===== src/rtl/seg7_pattern_decoder.sv =====
// seg7_pattern_decoder
// Receive-side decoder for seven-segment display lines. Each sampled pattern
// must stay identical for STABLE_CYCLES consecutive register samples before
// it is locked. A locked pattern is then decoded back to its hex digit, or
// flagged as blank (all segments off) or illegal.
//
// Ports:
//   clk        system clock, rising edge
//   rst_n      asynchronous active-low reset
//   en         decoder enable; low forces the FSM to IDLE
//   a..g       segment lines, active-high, synchronous to clk (a = MSB)
//   hex_out    last locked legal digit
//   valid      one-cycle pulse when a legal digit locks
//   blank      level: last locked pattern was all-off
//   err        level: last locked pattern was illegal
//   lock_cnt   count of legal-digit lock events (wraps at 255)
`timescale 1ns/1ps
module seg7_pattern_decoder #(
    parameter int unsigned STABLE_CYCLES = 4  // legal range 2..15
) (
    input  logic       clk,
    input  logic       rst_n,
    input  logic       en,
    input  logic       a,
    input  logic       b,
    input  logic       c,
    input  logic       d,
    input  logic       e,
    input  logic       f,
    input  logic       g,
    output logic [3:0] hex_out,
    output logic       valid,
    output logic       blank,
    output logic       err,
    output logic [7:0] lock_cnt
);

    localparam logic [3:0] STABLE_LIM = 4'(STABLE_CYCLES);

    typedef enum logic [1:0] {
        IDLE,
        SETTLE,
        LOCKED
    } state_t;

    state_t     state;
    logic [6:0] seg_d;
    logic [6:0] seg_q;
    logic [6:0] cand;
    logic [3:0] cnt;
    logic [3:0] cnt_inc;
    logic       dec_legal;
    logic [3:0] dec_digit;

    assign seg_d   = {a, b, c, d, e, f, g};
    assign cnt_inc = cnt + 4'd1;

    // Decode the candidate pattern. At the lock edge cand equals seg_q, so
    // decoding cand gives the digit of the pattern being locked.
    always_comb begin
        dec_legal = 1'b1;
        dec_digit = 4'h0;
        case (cand)
            7'h7E: dec_digit = 4'h0;
            7'h30: dec_digit = 4'h1;
            7'h6D: dec_digit = 4'h2;
            7'h79: dec_digit = 4'h3;
            7'h33: dec_digit = 4'h4;
            7'h5B: dec_digit = 4'h5;
            7'h5F: dec_digit = 4'h6;
            7'h70: dec_digit = 4'h7;
            7'h7F: dec_digit = 4'h8;
            7'h7B: dec_digit = 4'h9;
            7'h77: dec_digit = 4'hA;
            7'h1F: dec_digit = 4'hB;
            7'h4E: dec_digit = 4'hC;
            7'h3D: dec_digit = 4'hD;
            7'h4F: dec_digit = 4'hE;
            7'h47: dec_digit = 4'hF;
            default: dec_legal = 1'b0;
        endcase
    end

    always_ff @(posedge clk or negedge rst_n) begin
        if (!rst_n) begin
            state    <= IDLE;
            seg_q    <= '0;
            cand     <= '0;
            cnt      <= '0;
            hex_out  <= '0;
            valid    <= 1'b0;
            err      <= 1'b0;
            blank    <= 1'b1;
            lock_cnt <= '0;
        end else begin
            seg_q <= seg_d;
            valid <= 1'b0;
            // Disable takes priority over everything, including a lock that
            // would otherwise happen on this same edge.
            if (!en) begin
                state <= IDLE;
                cnt   <= '0;
            end else begin
                case (state)
                    IDLE: begin
                        state <= SETTLE;
                        cand  <= seg_q;
                        cnt   <= 4'd1;
                    end
                    SETTLE: begin
                        if (seg_q != cand) begin
                            cand <= seg_q;
                            cnt  <= 4'd1;
                        end else if (cnt_inc == STABLE_LIM) begin
                            state <= LOCKED;
                            cnt   <= cnt_inc;
                            if (cand == '0) begin
                                blank <= 1'b1;
                                err   <= 1'b0;
                            end else if (dec_legal) begin
                                hex_out  <= dec_digit;
                                valid    <= 1'b1;
                                err      <= 1'b0;
                                blank    <= 1'b0;
                                lock_cnt <= lock_cnt + 8'd1;
                            end else begin
                                err   <= 1'b1;
                                blank <= 1'b0;
                            end
                        end else begin
                            cnt <= cnt_inc;
                        end
                    end
                    LOCKED: begin
                        if (seg_q != cand) begin
                            state <= SETTLE;
                            cand  <= seg_q;
                            cnt   <= 4'd1;
                        end
                    end
                    default: begin
                        state <= IDLE;
                        cnt   <= '0;
                    end
                endcase
            end
        end
    end

endmodule


===== config.mk =====
export PLATFORM = sky130hd
export DESIGN_NAME = seg7_pattern_decoder
export DESIGN_NICKNAME = d
export VERILOG_FILES = /design/src/rtl/seg7_pattern_decoder.sv
export SDC_FILE = /design/constraint.sdc
export NUM_CORES = 1
export LEC_CHECK = 0
export CAP_MARGIN = 40
export CORE_ASPECT_RATIO = 0.75
export CORE_MARGIN = 5
export CORE_UTILIZATION = 37
export DETAILED_ROUTE_END_ITERATION = 6
export PLACE_DENSITY_LB_ADDON = 0.15
export SLEW_MARGIN = 40
export SYNTH_ARGS = -nofsm -noshare
export SYNTH_HDL_FRONTEND = slang
export SYNTH_SLANG_ARGS = --single-unit

===== constraint.sdc =====
create_clock -name clk -period 2.6 [get_ports clk]
set_input_delay 0.78 -clock clk [delete_from_list [all_inputs] [get_ports clk]]
set_output_delay 0.78 -clock clk [all_outputs]
set_load 0.01 [all_outputs]

# Word level (Yosys, flattened, before mapping)
# Cells that the tools add are included.
# classes
n_eq_ne	24
reduce_logical	9
addsub	2
n_bitwise	2
n_mux	22
# ops
op	count
$eq A7 B7 Y1 const B	12
$pmux W4 S15	1
$eq A7 B6 Y1 const B	3
$reduce_or A16 Y1	1
$pmux W7 S2	1
$mux W4	3
$pmux W4 S3	1
$mux W1	10
$ne A3 B3 Y1 const B	3
$add A8 B1 Y8 const B	1
$mux W2	4
$eq A7 B5 Y1 const B	1
$logic_not A7 Y1	1
$mux W7	1
$ne A7 B7 Y1	1
$pmux W2 S3	1
$reduce_and A3 Y1	2
$reduce_and A6 Y1	1
$add A4 B1 Y4 const B	1
$eq A4 B3 Y1 const B	1
$reduce_and A4 Y1	1
$eq A2 B1 Y1 const B	1
$eq A2 B2 Y1 const B	1
$logic_not A2 Y1	1
4 further kinds	5
# totals
reg_bits	35
output_inout_bits	15

# Logic depth before layout (Yosys ltp)
# depth
ltp_word	9
ltp_mapped	7

# Worst setup path after synthesis
# No wires, ideal clock.
# synth_path
path_type	input port to flip-flop
start	input en
end	register hex_out[0]
n_path_buf	1
setup_time_ps	125
arrival_ps	2159
required_time_ps	2475
setup_slack_ps	317
stages	6
path_cell_list	clkbuf_1 nand2_1 a2111oi_4 nand3_4 a31oi_4 mux2_2
# synth_via
elab_chain_len	1
# synth_lines
item	line	text
start: declaration	23	input logic en,
$reduce_and A6 Y1 (no line)	--	
end signal: assignment	121	hex_out <= dec_digit;
end: declaration	31	output logic [3:0] hex_out,
# No other way between the ends.
# A chain may end at the register's enable or synchronous reset.

# Final worst setup path
# layout_path
start	register cand[5]
end	register hex_out[2]
# layout_via
elab_chain_len	4
word_cells_on_any_way	24
classes_between	eq/ne (17); mux (2); bitwise (2); reduce/logical (3)
# layout_lines
item	line	text
start: declaration	49	logic [6:0] cand;
start signal: assignment	107	cand <= seg_q;
start signal: assignment	112	cand <= seg_q;
start signal: assignment	137	cand <= seg_q;
$eq A7 B7 Y1, or another cell as far along	63	case (cand)
$reduce_or A16 Y1 (no line)	--	
$mux W1	63	
$reduce_and A6 Y1 (no line)	--	
# Several ways; a longest one is shown, not always the timed one.

==> results_dict.tcl <==
set metrics [dict create \
    rr_worst_depth 4 \
    netlist_instances 192 \
    cts_sinks 35 \
    tns_ns 0 \
    tightest_slew_ns 0.669 \
    multiInputGateArea_um2 1090 \
    cp_slowest_stage_delay_ns 0.72 \
    synth-edff-count 0 \
    vias 1567 \
    maxSlewViolCount 0 \
    dp_cells 287 \
    grt_first_pass_wirelength_um 7270 \
    r2r_slack_ns 0.23 \
    path_cells "or4b_1, o32a_1, a31oi_4, mux2_2" \
    period_share_pct 91.3 \
    hold_viol 0 \
    ioPinCount 25 \
    status "finished, final reports clean" \
    worstHoldPathCells 2 \
    ant_nets 0 \
    syn-mean-instance-area_um2 10.9 \
    grt_use_total_pct 12.4 \
    drive_gt1_share_pct 17.7 \
    dieWidth_um 96.8 \
    irDropWorstVdd_v 0.000410 \
    ys_ff_latch 35 \
    yosysMostFrequentCell "dfrtp_1" \
    num-nets-final 236 \
    cts_buffer_depth 2 \
    fin_util_pct 46.5 \
    cts_setup_buffers 0 \
    core_um2 5410 \
    leakage_uw 0.00106 \
    cp_data_required_time_ns 2.77 \
    crit_type "register to register" \
    instances_no_fill 295 \
    critPathTopFamily "flip-flops" \
    post-place-ws_ns 0.0249 \
    ys_seq_area_share_pct 42.0 \
    grt_setup_unrepaired "false" \
    power_density_nw_per_um2 851 \
    finalCriticalPeriod_ns 2.37 \
    htreeDepth 2 \
    max_freq_mhz 421 \
    antenna_found_initial 0 \
    clk_pin_slew_ns 0.07 \
    first_global_vias 1499 \
    synth_common_cells "dfrtp_1 (34), nand2_1 (15), inv_1 (14), xor2_1 (14), mux2_2 (12)" \
    ctsResizeCount 0 \
    seqCellArea_um2 877 \
    synth.distinct_cells 49 \
    slew_headroom_pct 55.1 \
    gp_congestion 0.784 \
    vias_per_cell 5.31 \
    grt_max_degree 36 \
    dp.final_hpwl_um 3160 \
    antenna_cells 0 \
    netlist.top_cell.by_area "dfrtp_1" \
    synth_area_um2 2090 \
    max-cap-violations 0 \
    firstDrtPassIters 4 \
    crit_buf_inv 0 \
    start_kind "register" \
    dieArea_um2 7270 \
    synth_top_area_share_pct 40.7 \
    synth.area.top_cells "dfrtp_1 (41%), mux2_2 (6.5%), xor2_1 (5.9%)" \
    cts_inserted_buffers 5 \
    setup_viol 0 \
    routed_wl_um 4300 \
    cts_tree "done" \
    critical_path_depth 4 \
    root_buffer "clkbuf_8" \
    slowest_stage "dfrtp_1" \
    io_buffers 24 \
    hold_class "register to register" \
    area_delta_synth_final_pct 20.3 \
    remaining_drc_errors 0 \
    postCtsHoldBufs 0 \
    fp.dieH_um 75.1 \
    worstPathMaxFanout 20 \
    skew_ns 0.0102 \
    wl_per_cell_um 14.6 \
    overflow 0 \
    drtIter0Drc 113 \
    fill_cells 536 \
    endpoint_kind "register" \
    initial_utilization_pct 38.6 \
    synth_warnings 0 \
    fin_ws_ns 0.227 \
    insertion_delay_ns 0.29 \
    num_rows 23 \
    synth-main-ff-cell "dfrtp_1" \
    synth.net_count 209 \
    cp_data_arrival_time_ns 2.54 \
    async_reset_ff_share_pct 100 \
]
[path summary, 6_finish.rpt]
path	end	startpoint
setup / recovery	hex_out[2]$_DFFE_PN0P_	cand[5]$_DFFE_PN0P_
hold / removal	blank$_DFFE_PN1P_	blank$_DFFE_PN1P_
setup reg to reg	hex_out[2]$_DFFE_PN0P_	cand[5]$_DFFE_PN0P_
hold reg to reg	blank$_DFFE_PN1P_	blank$_DFFE_PN1P_
max in group asynchronous	blank$_DFFE_PN1P_	rst_n
min in group asynchronous	cand[4]$_DFFE_PN0P_	rst_n
[cells in the final DEF (no fill, tap or decap), drive strengths merged, types with 2 or more instances in the layout]
cell type       n
and3            3
o21a            2
ha              7
nand4           4
inv            14
nand2          15
buf             6
or3b            2
xor2           14
o2bb2ai         2
nor2            3
a31oi           4
a21oi           5
and2            2
mux2           12
xnor2           2
o21ai           3
clkbuf          6
a311oi          6
nand3           8
o22ai           4
nor3            8
clkdlybuf4s50  24
nor4            9
mux2i           4
dfrtp          34
[worst reg2reg max path: cells and delay by family, from the launching register on]
kind             cells  cell delay, ns
flip-flops           1            0.72
AO/OA/AOI/OAI        2            0.66
AND/OR/NAND/NOR      1            0.52
multiplexers         1            0.36
[layer usage]
layer,global-route usage (%),share of wire (%)
met1,16.4,50
met3,4.17,5.3
met4,3.74,1.0
met2,19.5,44
met5,0,0
[flip-flops by register name, indices dropped and copies added (netlist names)]
register	cells
blank	1
cnt	4
hex_out	4
cand	7
valid	1
err	1
state	2
lock_cnt	8
seg_q	7
[area by class of cell]
type / count / share of cell area (%)
inverters: 14 / 2.09
clock buffers: 6 / 3.29
well taps: 75 / 3.73
multi-input cells: 133 / 43.3
flip-flops and latches: 35 / 34.9
clock inverters: 2 / 1.39
repair buffers: 30 / 11.3
[per-stage QoR]
step | hold WS, ns | cell area [um^2] | power (uW)
after global routing | 0.485 | 2510 | 2280
after CTS | 0.477 | 2510 | 2140
after detailed placement | 0.467 | 2400 | 1630
final | 0.470 | 2510 | 2140
after floorplan | 0.469 | 2090 | 1520
after global placement | 0.467 | 2400 | 1590
[power by group]
group	internal, uW	leakage, uW	switching, uW	total [uW]
Clock	310	0.0000612	198	508
Sequential	622	0.000439	259	881
Combinational	352	0.000559	397	749
Total	1280	0.00106	854	2140
[cell families (layout without fill, tap and decap cells)]
kind of cell | Yosys count | in the layout | share of synthesized area, %
buffers and inverters | 24 | 52 | 5.99
and+or+nand+nor | 61 | 61 | 18.9
AOI/OAI and AO/OA | 33 | 33 | 13.9
adders and majority gates | 7 | 7 | 4.19
xor gates and xnor gates | 16 | 16 | 6.71
muxes | 16 | 16 | 8.38
DFF | 35 | 35 | 42.0
(Power assumes the default switching activity.)
